<file path="src/rtl/irq_vrc_multi.sv">
`default_nettype none
// +--------------------------------------------------------------------------+
// | irq_vrc_multi : multi-channel VRC-style IRQ counter, falling-edge state   |
// | Revision 1.0                                                             |
// +--------------------------------------------------------------------------+
module irq_vrc_multi #(
  parameter int CHANNELS = 2,
  parameter int CTR_W    = 8,
  parameter int SCAN_T1  = 113,
  parameter int SCAN_T2  = 227,
  parameter int SCAN_T3  = 340
) (
  input  logic                cpu_m2,
  input  logic                map_rst_n,
  input  logic                reg_we,
  input  logic [1:0]          ch_sel,
  input  logic [1:0]          reg_sel,
  input  logic [7:0]          cpu_data,
  output logic [7:0]          rd_data,
  output logic [CHANNELS-1:0] irq_vec,
  output logic                irq
);

  localparam logic [8:0] c_t1 = 9'(SCAN_T1);
  localparam logic [8:0] c_t2 = 9'(SCAN_T2);
  localparam logic [8:0] c_t3 = 9'(SCAN_T3);

  logic [CHANNELS*8-1:0] w_rd_flat;

  for (genvar gi = 0; gi < CHANNELS; gi++) begin : g_ch
    logic [CTR_W-1:0] r_latch;
    logic [CTR_W-1:0] r_ctr;
    logic [CTR_W-1:0] w_latch_nxt;
    logic [CTR_W-1:0] w_hi_data;
    logic [8:0]       r_presc;
    logic             r_a;
    logic             r_e;
    logic             r_m;
    logic             r_o;
    logic             r_pend;
    logic             w_sel;
    logic             w_tick;
    logic [15:0]      w_latch_ext;
    logic [7:0]       w_rd;

    assign w_sel       = reg_we && (ch_sel == 2'(gi));
    assign w_tick      = r_m || (r_presc == c_t1) || (r_presc == c_t2) || (r_presc == c_t3);
    assign w_latch_ext = 16'(r_latch);

    // High latch byte only exists for counters wider than 8 bits.
    if (CTR_W > 8) begin : g_hi
      assign w_hi_data = {cpu_data[CTR_W-9:0], r_latch[7:0]};
    end else begin : g_no_hi
      assign w_hi_data = r_latch;
    end

    always_comb begin
      w_latch_nxt = r_latch;
      if (w_sel && reg_sel == 2'd0) w_latch_nxt[7:0] = cpu_data;
      if (w_sel && reg_sel == 2'd1) w_latch_nxt = w_hi_data;
    end

    // Register writes are placed last so they override the counting update.
    always_ff @(negedge cpu_m2 or negedge map_rst_n) begin
      if (!map_rst_n) begin
        r_latch <= '0;
        r_ctr   <= '0;
        r_presc <= '0;
        r_a     <= 1'b0;
        r_e     <= 1'b0;
        r_m     <= 1'b0;
        r_o     <= 1'b0;
        r_pend  <= 1'b0;
      end else begin
        r_latch <= w_latch_nxt;
        if (r_e) begin
          r_presc <= (r_presc == c_t3) ? 9'd0 : r_presc + 9'd1;
          if (w_tick) begin
            if (&r_ctr) begin
              r_ctr  <= r_latch;
              r_pend <= 1'b1;
              if (r_o) r_e <= 1'b0;
            end else begin
              r_ctr <= r_ctr + CTR_W'(1);
            end
          end
        end
        if (w_sel && reg_sel == 2'd2) begin
          {r_o, r_m, r_e, r_a} <= cpu_data[3:0];
          r_pend               <= 1'b0;
          if (cpu_data[1]) begin
            r_ctr   <= r_latch;
            r_presc <= 9'd0;
          end
        end
        if (w_sel && reg_sel == 2'd3) begin
          r_e    <= r_a;
          r_pend <= 1'b0;
        end
      end
    end

    always_comb begin
      case (reg_sel)
        2'd0:    w_rd = w_latch_ext[7:0];
        2'd1:    w_rd = w_latch_ext[15:8];
        2'd2:    w_rd = {3'b000, r_pend, r_o, r_m, r_e, r_a};
        default: w_rd = r_ctr[7:0];
      endcase
    end

    assign w_rd_flat[gi*8 +: 8] = w_rd;
    assign irq_vec[gi]          = r_e & r_pend;
  end

  always_comb begin
    rd_data = 8'hFF;
    for (int i = 0; i < CHANNELS; i++) begin
      if (ch_sel == 2'(i)) rd_data = w_rd_flat[i*8 +: 8];
    end
  end

  assign irq = |irq_vec;

endmodule
`default_nettype wire
</file>
<file path="config.mk">
export PLATFORM = sky130hd
export DESIGN_NAME = irq_vrc_multi
export DESIGN_NICKNAME = d
export VERILOG_FILES = /design/src/rtl/irq_vrc_multi.sv
export SDC_FILE = /design/constraint.sdc
export NUM_CORES = 1
export LEC_CHECK = 0
export CAP_MARGIN = 30
export CORE_UTILIZATION = 30
export CTS_CLUSTER_DIAMETER = 150
export DETAILED_ROUTE_END_ITERATION = 6
export PLACE_DENSITY = 0.54
export SYNTH_ARGS = -nofsm -noshare
export SYNTH_HDL_FRONTEND = slang
export SYNTH_SLANG_ARGS = --single-unit
</file>
<file path="constraint.sdc">
create_clock -name cpu_m2 -period 2.3 [get_ports cpu_m2]
set_input_delay 0.23 -clock cpu_m2 [delete_from_list [all_inputs] [get_ports cpu_m2]]
set_output_delay 0.23 -clock cpu_m2 [all_outputs]
set_load 0.02 [all_outputs]
</file>
After elaboration in Yosys (flattened, before gate mapping):

Cells that the tools add are included.

* input port bits: 15
* logic and storage cells: 109
* output and inout bits: 11
* flip-flop bits (word level): 60

* add/subtract/negate cells: 4
* muxes and demuxes: 44
* bitwise logic cells: 4
* equal/unequal tests: 10
* reductions and logical operators: 31

Operator list (count)
* $mux W8: 12
* $mux W9: 8
* $pmux W8 S3: 2
* $mux W1: 22
* $add A9 B1 Y9 const B: 2
* $eq A9 B7 Y1 const B: 2
* $eq A9 B8 Y1 const B: 2
* $eq A9 B9 Y1 const B: 2
* $reduce_bool A3 Y1: 6
* $add A8 B1 Y8 const B: 2
* $reduce_and A8 Y1: 2
* $logic_and A1 B1 Y1: 10
* $logic_or A1 B1 Y1: 6
* $reduce_and A3 Y1: 2
* $eq A2 B1 Y1 const B: 2
* $eq A2 B2 Y1 const B: 2
* $logic_not A2 Y1: 2
* $reduce_and A2 Y1: 2
* $and A1 B1 Y1: 2
* $not A1 Y1: 2
* $reduce_or A2 Y1: 1

Logic depth before layout (Yosys ltp):

* depth in word-level cells: 8
* depth in mapped cells: 8
* depth with buffers taken out: 7

==> out/metrics.csv <==
metric,value,unit
initial_core_util,31.21,%
insertion_delay,340,ps
setup_viol,27,
finalHoldViolCount,0,
first_global_vias,3338,
fp.dieArea,0.01247,mm²
synth_enable_flop_cells,0,
cts_root_buffer,clkbuf_16,
synth.distinct_cells,56,
antennaDiodeCount,0,
cell_area_after_synthesis,0.003610,mm²
violations_in_the_final_reports,"DRC, setup timing",
ant_nets,0,
worstHoldPathType,flop to flop,
synth_async_reset_ratio,100.0,%
worst_r2r_setup_slack,160,ps
number_of_antenna_violations_at_the_first_check_in_global_routing,0,
cts_tree,done,
critPathRequiredTime,2070,ps
power.ir.vdd_worst,0.0003700,V
grt_pass1_wl,16950,µm
multi_input_area,0.002207,mm²
grt_max_degree,61,
grt.overflow.total,0,
clock_skew,4.780,ps
drive_above_1_share,38.69,%
timing.critical_path.to_type,primary output,
worst_setup_path_start_kind,flop,
drt-total-wl,10440,µm
filler_cell_count,1098,
synth.yosys.seq_area_share,41.59,%
dp_hpwl,7462,µm
worst-r2r-cell-count,7,
cts_made_buffers,9,
reg2reg_from,g_ch[0].r_presc[0],
drt_iter0_drc,190,
slew-limit-headroom,73.91,%
worstSetupStartpoint,g_ch[1].r_e,
synth_nets,399,
drt_pass1_iterations,6,
unrepaired_setup_endpoints_after_global_routing,true,
holdWs,510.6,ps
dominantRegCellSynth,dfrtn_1,
port_buffers,25,
via_count,3359,
setup_slack,-486.8,ps
synthesized_area_per_cell,9.600,µm²
worst_margin_pin_slew,390.5,ps
place_congestion,0.8149,
seqCellArea,0.001501,mm²
fp.coreArea,0.01156,mm²
setup.worst_path.class,flop to primary output,
clock_sink_count,60,
die_height,111.7,µm
final-max-slew-violation-count,0,
worstPathArrival,2560,ps
critPathCapture,rd_data[1],
io_pins,26,
fp-row-count,39,
drt_drc,1,
synth_seq_cells,60,
reg2reg_to,g_ch[0].r_ctr[2],
critPathMaxFanout,2,
fin_total_pwr,4.594,mW
flow.area_growth_from_synthesis,47.45,%
clk_path_buf_depth,2,
fp.dieW,111.7,µm
cellLeakagePower,2.458,nW
clk_pin_slew,40,ps
netlist_instances,376,
grtUsageTotal,17.33,%
viasPerCell,5.192,
power_per_cell_area,863.1,mW/mm²
drv_cap,0,
wl_per_instance,16.14,µm
run_status,finished with violations,
finalNetCount,522,
clock_tree.htree_level_count,3,
synthesis.yosys.warnings,0,
==> worst min path at each step <==
stage,startpoint,end,slack (ps),cells past startpoint
4_1_cts,g_ch[1].r_presc[7],g_ch[1].r_presc[7],520,2
6_report,g_ch[1].r_presc[7],g_ch[1].r_presc[7],510,2
3_3_place_gp,g_ch[1].r_presc[7],g_ch[1].r_presc[7],500,2
3_5_place_dp,g_ch[0].r_presc[8],g_ch[0].r_presc[8],510,2
2_1_floorplan,g_ch[1].r_latch[6],g_ch[1].r_ctr[6],430,2
5_1_grt,g_ch[1].r_presc[7],g_ch[1].r_presc[7],550,2
==> synthesized netlist by cell type, drive strengths merged (3+ instances only) <==
library cell | number | area share (%)
mux2 | 22 | 6.9
nand2 | 43 | 4.5
a21boi | 3 | 0.73
dfrtn | 60 | 42
a21oi | 15 | 2.2
nand2b | 8 | 1.4
and4bb | 3 | 1.0
nand4bb | 3 | 0.94
inv | 9 | 0.94
clkbuf | 7 | 0.73
xor2 | 9 | 2.2
o21ai | 17 | 2.5
nand4b | 3 | 0.73
nand3 | 19 | 2.6
a211o | 4 | 0.97
mux2i | 12 | 3.3
and3 | 8 | 1.4
nor3 | 4 | 0.55
a21o | 6 | 1.2
nand4 | 6 | 1.0
xnor2 | 10 | 2.4
o211ai | 5 | 1.0
buf | 8 | 1.4
a211oi | 6 | 1.2
a22oi | 3 | 0.62
nor2 | 35 | 3.7
and4 | 5 | 1.2
ha | 8 | 2.8
or2 | 4 | 0.69
a221oi | 4 | 0.97
and2 | 5 | 0.87
==> power by group <==
| group | total (mW) | internal (mW) | switching, mW |
|---|---|---|---|
| sequential | 1.63 | 1.37 | 0.263 |
| combinational | 1.58 | 0.843 | 0.738 |
| clock | 1.38 | 0.893 | 0.486 |
| total | 4.59 | 3.11 | 1.49 |
==> per-layer routing <==
layer / vias to the layer above / share of wire [%] / track usage [%] / routed length, µm
li1: 1628 / - / - / -
met1: 1669 / 48 / 23.68 / 5029
met2: 51 / 48 / 27.70 / 5005
met3: 11 / 2.6 / 2.504 / 267
met4: 0 / 1.4 / 6.667 / 141
met5: - / 0 / 0 / 0
==> repair_timing <==
| action | in CTS | in global routing |
|---|---|---|
| gates cloned | 0 | 0 |
| endpoints found under the setup margin | 70 | 53 |
| buffers inserted | 13 | 9 |
| hold buffers | 0 | 0 |
| gates resized for setup | 115 | 31 |
| pin swaps | 15 | 20 |
==> cell usage in the layout (no fill, tap or decap), types with 4 or more instances in the layout <==
cell              n
dfrtn_1          60
buf_4            83
clkbuf_16         9
mux2i_1          12
xnor2_1          10
o21ai_1          13
buf_6            27
mux2_4            4
clkdlybuf4s50_1   7
xor2_1            9
mux2_2           18
a21o_1            6
a211oi_1          6
and4_1            5
nor2_4            4
a211o_1           4
a21oi_1          12
ha_1              8
nor2_1           29
nand4_1           6
nand2b_1          7
nand2_1          37
o211ai_1          5
buf_2             6
nand3_1          18
inv_1             9
and3_1            8
==> critical path: stages (launching register included) <==
cell	delay (ps)
dfrtn_1	430
mux2i_1	80
o211ai_1	170
o21ai_1	100
nand2b_1	150
buf_6	140
==> sequential cells by signal, indices dropped and copies added, names as in the netlist <==
register and count:
g_ch.r_pend 2, g_ch.r_e 2, g_ch.r_a 2, g_ch.r_latch 16, g_ch.r_ctr 16, g_ch.r_o 2
g_ch.r_presc 18, g_ch.r_m 2
==> logic make-up after synthesis <==
family                     after synthesis  share of synthesized area, %
adders and majority gates                8                         2.773
AOI/OAI and AO/OA                       79                         15.81
buffers and inverters                   24                         3.016
and+or+nand+nor                        152                         22.01
DFF                                     60                         41.59
xor gates and xnor gates                19                         4.610
muxes                                   34                         10.19
==> area by class of cell <==
class	count	area share, %
inverter	9	0.6347
multi-input combinational	292	41.47
clock inverter	4	0.8933
clock buffer	12	4.819
tap	143	3.362
timing repair buffer	127	20.62
sequential	60	28.21
==> per-stage QoR <==
| step | setup slack, ps | utilization, % | setup TNS, ps | instance area, µm² | instances |
|---|---|---|---|---|---|
| global placement | -831.8 | 40.32 | -48070 | 4663 | 609 |
| detailed placement | -835.2 | 40.32 | -48070 | 4663 | 609 |
| CTS | -491.2 | 44.36 | -4179 | 5130 | 638 |
| finish | -486.8 | 46.02 | -4496 | 5323 | 647 |
| floorplan | -263.5 | - | -6183 | 3741 | 376 |
| global route | -523.2 | 46.02 | -5778 | 5323 | 647 |
Power figures use the tool's default switching activity.
